===== src/rtl/uart_pkg.sv =====
// Shared UART constants and FSM state encoding, used by the transmitter and the matching receiver.
package uart_pkg;

  localparam int UART_DATA_W     = 7;
  localparam int UART_FRAME_BITS = 10;

  localparam logic START_BIT  = 1'b0;
  localparam logic STOP_BIT   = 1'b1;
  localparam logic IDLE_LEVEL = 1'b1;

  typedef enum logic [2:0] {
    ST_IDLE   = 3'd0,
    ST_START  = 3'd1,
    ST_DATA   = 3'd2,
    ST_PARITY = 3'd3,
    ST_STOP   = 3'd4
  } uart_state_e;

  // Odd parity: XOR of data plus parity bit equals 1.
  function automatic logic odd_parity(input logic [UART_DATA_W-1:0] d);
    return ~^d;
  endfunction

endpackage


===== src/rtl/uart_baud_tick.sv =====
// Bit-period timer: counts 0..CLKS_PER_BIT-1 while enabled and pulses o_done on the last count.
module uart_baud_tick #(
  parameter int CLKS_PER_BIT = 434
) (
  input  logic clk,
  input  logic rst_n,
  input  logic i_en,
  output logic o_done
);

  localparam int               CNT_W = (CLKS_PER_BIT > 1) ? $clog2(CLKS_PER_BIT) : 1;
  localparam logic [CNT_W-1:0] LAST  = CNT_W'(CLKS_PER_BIT - 1);

  logic [CNT_W-1:0] r_cnt;

  assign o_done = i_en && (r_cnt == LAST);

  // Restarting on o_done clears the count at every bit boundary.
  always_ff @(posedge clk) begin
    if (!rst_n)              r_cnt <= '0;
    else if (!i_en || o_done) r_cnt <= '0;
    else                     r_cnt <= r_cnt + 1'b1;
  end

endmodule


===== src/rtl/uart_tx.sv =====
// 7O1 UART transmitter: start, 7 data bits LSB first, odd parity, stop.
// Optional UART_TX_ERR_INJECT_EN adds parity/stop-bit error injection latched at accept.
module uart_tx
  import uart_pkg::*;
#(
  parameter int CLKS_PER_BIT = 434
) (
  input  logic                   clk,
  input  logic                   rst_n,
  input  logic [UART_DATA_W-1:0] tx_data,
  input  logic                   tx_valid,
`ifdef UART_TX_ERR_INJECT_EN
  input  logic                   inject_parity_err,
  input  logic                   inject_frame_err,
`endif
  output logic                   tx_ready,
  output logic                   tx,
  output logic                   busy
);

  localparam logic [2:0] LAST_IDX = 3'(UART_DATA_W - 1);

  uart_state_e            r_state, w_state_next;
  logic [2:0]             r_bit_idx, w_bit_idx_next;
  logic [UART_DATA_W-1:0] r_data;
  logic                   r_par, r_stop, r_tx;
  logic                   w_tx_next, w_bit_done, w_accept;
  logic                   w_par_in, w_stop_in;

  assign w_accept = tx_valid && (r_state == ST_IDLE);

`ifdef UART_TX_ERR_INJECT_EN
  assign w_par_in  = odd_parity(tx_data) ^ inject_parity_err;
  assign w_stop_in = inject_frame_err ? ~STOP_BIT : STOP_BIT;
`else
  assign w_par_in  = odd_parity(tx_data);
  assign w_stop_in = STOP_BIT;
`endif

  uart_baud_tick #(.CLKS_PER_BIT(CLKS_PER_BIT)) u_baud (
    .clk    (clk),
    .rst_n  (rst_n),
    .i_en   (r_state != ST_IDLE),
    .o_done (w_bit_done)
  );

  always_ff @(posedge clk) begin
    if (!rst_n) begin
      r_state   <= ST_IDLE;
      r_bit_idx <= '0;
      r_data    <= '0;
      r_par     <= 1'b0;
      r_stop    <= STOP_BIT;
      r_tx      <= IDLE_LEVEL;
    end else begin
      r_state   <= w_state_next;
      r_bit_idx <= w_bit_idx_next;
      r_tx      <= w_tx_next;
      if (w_accept) begin
        r_data <= tx_data;
        r_par  <= w_par_in;
        r_stop <= w_stop_in;
      end
    end
  end

  always_comb begin
    w_state_next   = r_state;
    w_bit_idx_next = r_bit_idx;
    unique case (r_state)
      ST_IDLE: if (tx_valid) begin
        w_state_next   = ST_START;
        w_bit_idx_next = '0;
      end
      ST_START:  if (w_bit_done) w_state_next = ST_DATA;
      ST_DATA: if (w_bit_done) begin
        if (r_bit_idx == LAST_IDX) begin
          w_state_next   = ST_PARITY;
          w_bit_idx_next = '0;
        end else begin
          w_bit_idx_next = r_bit_idx + 3'd1;
        end
      end
      ST_PARITY: if (w_bit_done) w_state_next = ST_STOP;
      ST_STOP:   if (w_bit_done) w_state_next = ST_IDLE;
      default:   w_state_next = ST_IDLE;
    endcase
  end

  // Line level is decoded from the next state so tx changes on the same edge as the state.
  always_comb begin
    w_tx_next = IDLE_LEVEL;
    unique case (w_state_next)
      ST_START:  w_tx_next = START_BIT;
      ST_DATA:   w_tx_next = r_data[w_bit_idx_next];
      ST_PARITY: w_tx_next = r_par;
      ST_STOP:   w_tx_next = r_stop;
      default:   w_tx_next = IDLE_LEVEL;
    endcase
  end

  assign tx       = r_tx;
  assign tx_ready = (r_state == ST_IDLE);
  assign busy     = ~tx_ready;

endmodule


===== config.mk =====
export PLATFORM = sky130hd
export DESIGN_NAME = uart_tx
export DESIGN_NICKNAME = d
export VERILOG_FILES = /design/src/rtl/uart_pkg.sv /design/src/rtl/uart_baud_tick.sv /design/src/rtl/uart_tx.sv
export SDC_FILE = /design/constraint.sdc
export NUM_CORES = 1
export LEC_CHECK = 0
export CORE_MARGIN = 5
export CORE_UTILIZATION = 54
export CTS_CLUSTER_DIAMETER = 40
export CTS_CLUSTER_SIZE = 10
export DETAILED_ROUTE_END_ITERATION = 6
export PLACE_DENSITY = 0.74
export SETUP_SLACK_MARGIN = 0.2
export SKIP_CTS_REPAIR_TIMING = 1
export SLEW_MARGIN = 20
export SYNTH_ARGS = -nofsm -noshare
export SYNTH_HDL_FRONTEND = slang
export SYNTH_SLANG_ARGS = --single-unit

===== constraint.sdc =====
create_clock -name clk -period 2.5 [get_ports clk]
set_input_delay 0.25 -clock clk [delete_from_list [all_inputs] [get_ports clk]]
set_output_delay 0.25 -clock clk [all_outputs]
set_load 0.1 [all_outputs]

==> impl_summary.txt <==
----------------------------------------------------
[Status]
  Status ... finished clean

[Timing]
  Final count of pins violating max slew ... 0
  Total Negative Setup Slacks ... 0 ns
  F_max ... approximately 450 MHz
  Final Cycle Share ... 88.2%
  Clk_skew ... about 0.0030 ns
  Setup repair after global routing missed its margin ... no
  Final setup violation count ... 0
  Worst slew margin relative to its limit ... 71.8%
  Worst-Margin Slew ... 0.420 ns
  Shortest clock period the worst path allows after layout ... roughly 2.2 ns
  Final-report hold violation count ... 0

[Power and ir drop]
  Power density over the cells ... slightly below 500 mW/mm^2
  Static leakage power ... 0.520 nW
  Worst IR drop on VDD ... ~0.42 mV

[Floorplanning]
  Core region area ... 0.00219 mm^2
  Die Area ... between 0.003 and 0.004 mm^2
  Die height ... 57.6 um
  Number of I/O pins ... 13
  Initial Util ... 55.9%
  Die Wd ... around 58 um
  FP Rows ... 17

[Placement]
  Routability-driven placement congestion ratio ... 0.846
  Final HPWL from detailed placement ... 1790 um
  Number of port buffers ... 12
  Inst Count DP ... 179

[GRT]
  Maximum number of pins on one net before global-route repair ... 14
  GRT overflow ... 0
  Antenna violations before repair ... 0
  Wire length of the first global-routing pass ... 3880 um
  Number of global-route vias before repair ... 901
  GRT Total Usage ... 14.5%

[Finish]
  Non-filler cells, final ... 183
  Most common cell after layout, fill and taps aside ... sky130_fd_sc_hd__nand2_1
  Area added between synthesis and finish ... 17.4%
  Number of diodes added for antenna fixing ... 0
  Most frequent cells in the layout ... sky130_fd_sc_hd__nand2_1, sky130_fd_sc_hd__dfxtp_1, sky130_fd_sc_hd__nor2_1
  Number of nets in the final layout ... between 150 and 200
  Share of post-route cells with drive strength above 1 ... between 10% and 20%

[Critical path]
  Critical path required time ... 2.68 ns
  Type of the worst setup path ... flip-flop to flip-flop
  Crit path capture type ... flip-flop
  Crit path DAT ... about 2.4 ns
  Master of the slowest instance on the critical path ... sky130_fd_sc_hd__dfxtp_1
  Critical path's top delay family ... simple AND/OR/NAND/NOR gates
  FF-to-FF setup slack ... 0.29 ns
  Number of buffers and inverters on the critical path ... 1
  Worst-path cell chain ... inv_1 -> ha_1 -> and4bb_2 -> and2_2 -> nand4b_2 -> nand2_4 -> mux2_4 -> a221oi_2 -> o2111ai_1
  Highest cell delay on the worst timing path ... 0.35 ns
  Crit start category ... flip-flop
  Top fanout value on the critical path ... 5

[CTS]
  Clock Path Buffers ... 2
  Master cell of the clock root buffer ... sky130_fd_sc_hd__clkbuf_4
  Clock slew at reported path FFs ... 0.12 ns
  Number of clock buffers inserted by TritonCTS ... 3
  H-tree depth ... 1
  CTS tree ... built
  Clock sinks ... 24
  Worst-skew pair later-pin latency ... 0.30 ns

[Yosys]
  Cell types with the largest area share after synthesis ... sky130_fd_sc_hd__dfxtp_1, sky130_fd_sc_hd__nand2_1, sky130_fd_sc_hd__xnor2_1, sky130_fd_sc_hd__nor2_1, sky130_fd_sc_hd__xor2_1
  Number of instances in the synthesized netlist ... 142
  Avg Inst Size Synth ... 8.63 um^2
  Area share of the largest cell type after synthesis ... 39.2%
  Warnings from Yosys ... 0
  Netlist area before placement ... roughly 0.0012 mm^2
  Register bit count reported by yosys ... 24
  Number of nets in the synthesized netlist ... 154
  Number of synthesized flops with an enable pin ... 0
  Predominant post-synthesis flop cell ... sky130_fd_sc_hd__dfxtp_1
  Cell type with the largest total area after synthesis ... sky130_fd_sc_hd__dfxtp_1
  Proportion of register bits with asynchronous set or reset after synthesis ... 0%
  Sequential cell area fraction in the yosys report ... 39.2%
  Synth cell types ... 39

[Route]
  Vias per std cell ... ~5.3
  Total length of routed wires ... 2240 um
  Vias after detailed routing ... 974
  Routed Antenna Nets ... 0
  Drt drc ... 0
  Detailed-router iteration count before antenna repair ... 4
  Wire per inst ... 12.3 um
  1st-iter DRT viols ... 17

[Flow run]
  Count of maximum capacitance violations ... 0

[Worst hold path]
  Min-delay worst type ... flip-flop to flip-flop

----------------------------------------------------
kinds of logic after synthesis:
kind of cell	count (synthesis)	synth area share [%]
compound gates	21	13.1
xor+xnor	14	10.0
fa+ha+maj	2	2.04
buf+inv	7	2.25
flops	24	39.2
mux	3	2.86
simple gates	71	30.5
per-stage QoR:
stage / total power, mW / setup slack (ns) / util (%) / cell area (um^2) / hold slack, ns
after detailed placement: 0.520 / 0.188 / 63.7 / 1400 / 0.451
after global routing: 0.740 / 0.219 / 65.6 / 1440 / 0.487
after CTS: 0.713 / 0.246 / 65.4 / 1430 / 0.469
after global placement: 0.519 / 0.247 / 63.7 / 1400 / 0.445
final: 0.709 / 0.294 / 65.6 / 1440 / 0.453
after floorplan: 0.487 / 0.115 / - / 1270 / 0.372
worst paths after layout:
check                       start              end  depth (start not counted)
setup / recovery  u_baud.r_cnt[1]               tx                          9
hold / removal    u_baud.r_cnt[0]  u_baud.r_cnt[0]                          1
setup reg to reg  u_baud.r_cnt[1]               tx                          9
hold reg to reg   u_baud.r_cnt[0]  u_baud.r_cnt[0]                          1
worst register-to-register path: cells and delay by family (launching register included):
family                   cells  cell delay (ns)
flip-flops                   1             0.35
buffers and inverters        1             0.06
AO/OA/AOI/OAI                2             0.36
AND/OR/NAND/NOR              4             0.87
multiplexers                 1             0.31
adder cells (fa/ha/maj)      1             0.13
registers in the layout (all words and copies together), names as in the netlist:
signal	cells
r_bit_idx	3
r_data	7
r_par	1
r_state	3
tx	1
u_baud.r_cnt	9
area by class of cell:
class / count / area [um^2]
Fill cell: 188 / 753
Multi-Input combinational cell: 111 / 749
Sequential cell: 24 / 485
Timing Repair Buffer: 12 / 113
Clock buffer: 4 / 36.3
Tap cell: 28 / 35.0
Inverter: 4 / 18.8
cell usage after synthesis (2+ instances only):
cell type,instances
sky130_fd_sc_hd__nor2_1,17
sky130_fd_sc_hd__clkbuf_1,2
sky130_fd_sc_hd__and2_1,3
sky130_fd_sc_hd__nand3_1,9
sky130_fd_sc_hd__o21ai_0,2
sky130_fd_sc_hd__nand2_4,2
sky130_fd_sc_hd__ha_1,2
sky130_fd_sc_hd__a21oi_1,10
sky130_fd_sc_hd__mux2i_1,2
sky130_fd_sc_hd__inv_1,4
sky130_fd_sc_hd__nand2_1,22
sky130_fd_sc_hd__a211oi_1,2
sky130_fd_sc_hd__xor2_1,6
sky130_fd_sc_hd__dfxtp_1,24
sky130_fd_sc_hd__xnor2_1,8
sky130_fd_sc_hd__nor3_1,4
per-layer routing:
| layer | wire [um] | up-vias | global-route usage (%) |
|---|---|---|---|
| met2 | 1010 | 16 | 22.7 |
| met3 | 94 | 4 | 2.67 |
| met5 | 0 | - | 0 |
| met4 | 29 | 0 | 5.96 |
| met1 | 1110 | 440 | 19.5 |
| li1 | - | 514 | - |
report_power, final:
group	internal [mW]	leakage [nW]	switching, mW
combinational	0.0425	0.302	0.0659
clock	0.0888	0.0210	0.109
sequential	0.395	0.197	0.00825
total	0.526	0.520	0.183
Note: power is estimated with default switching activity, not from simulation.
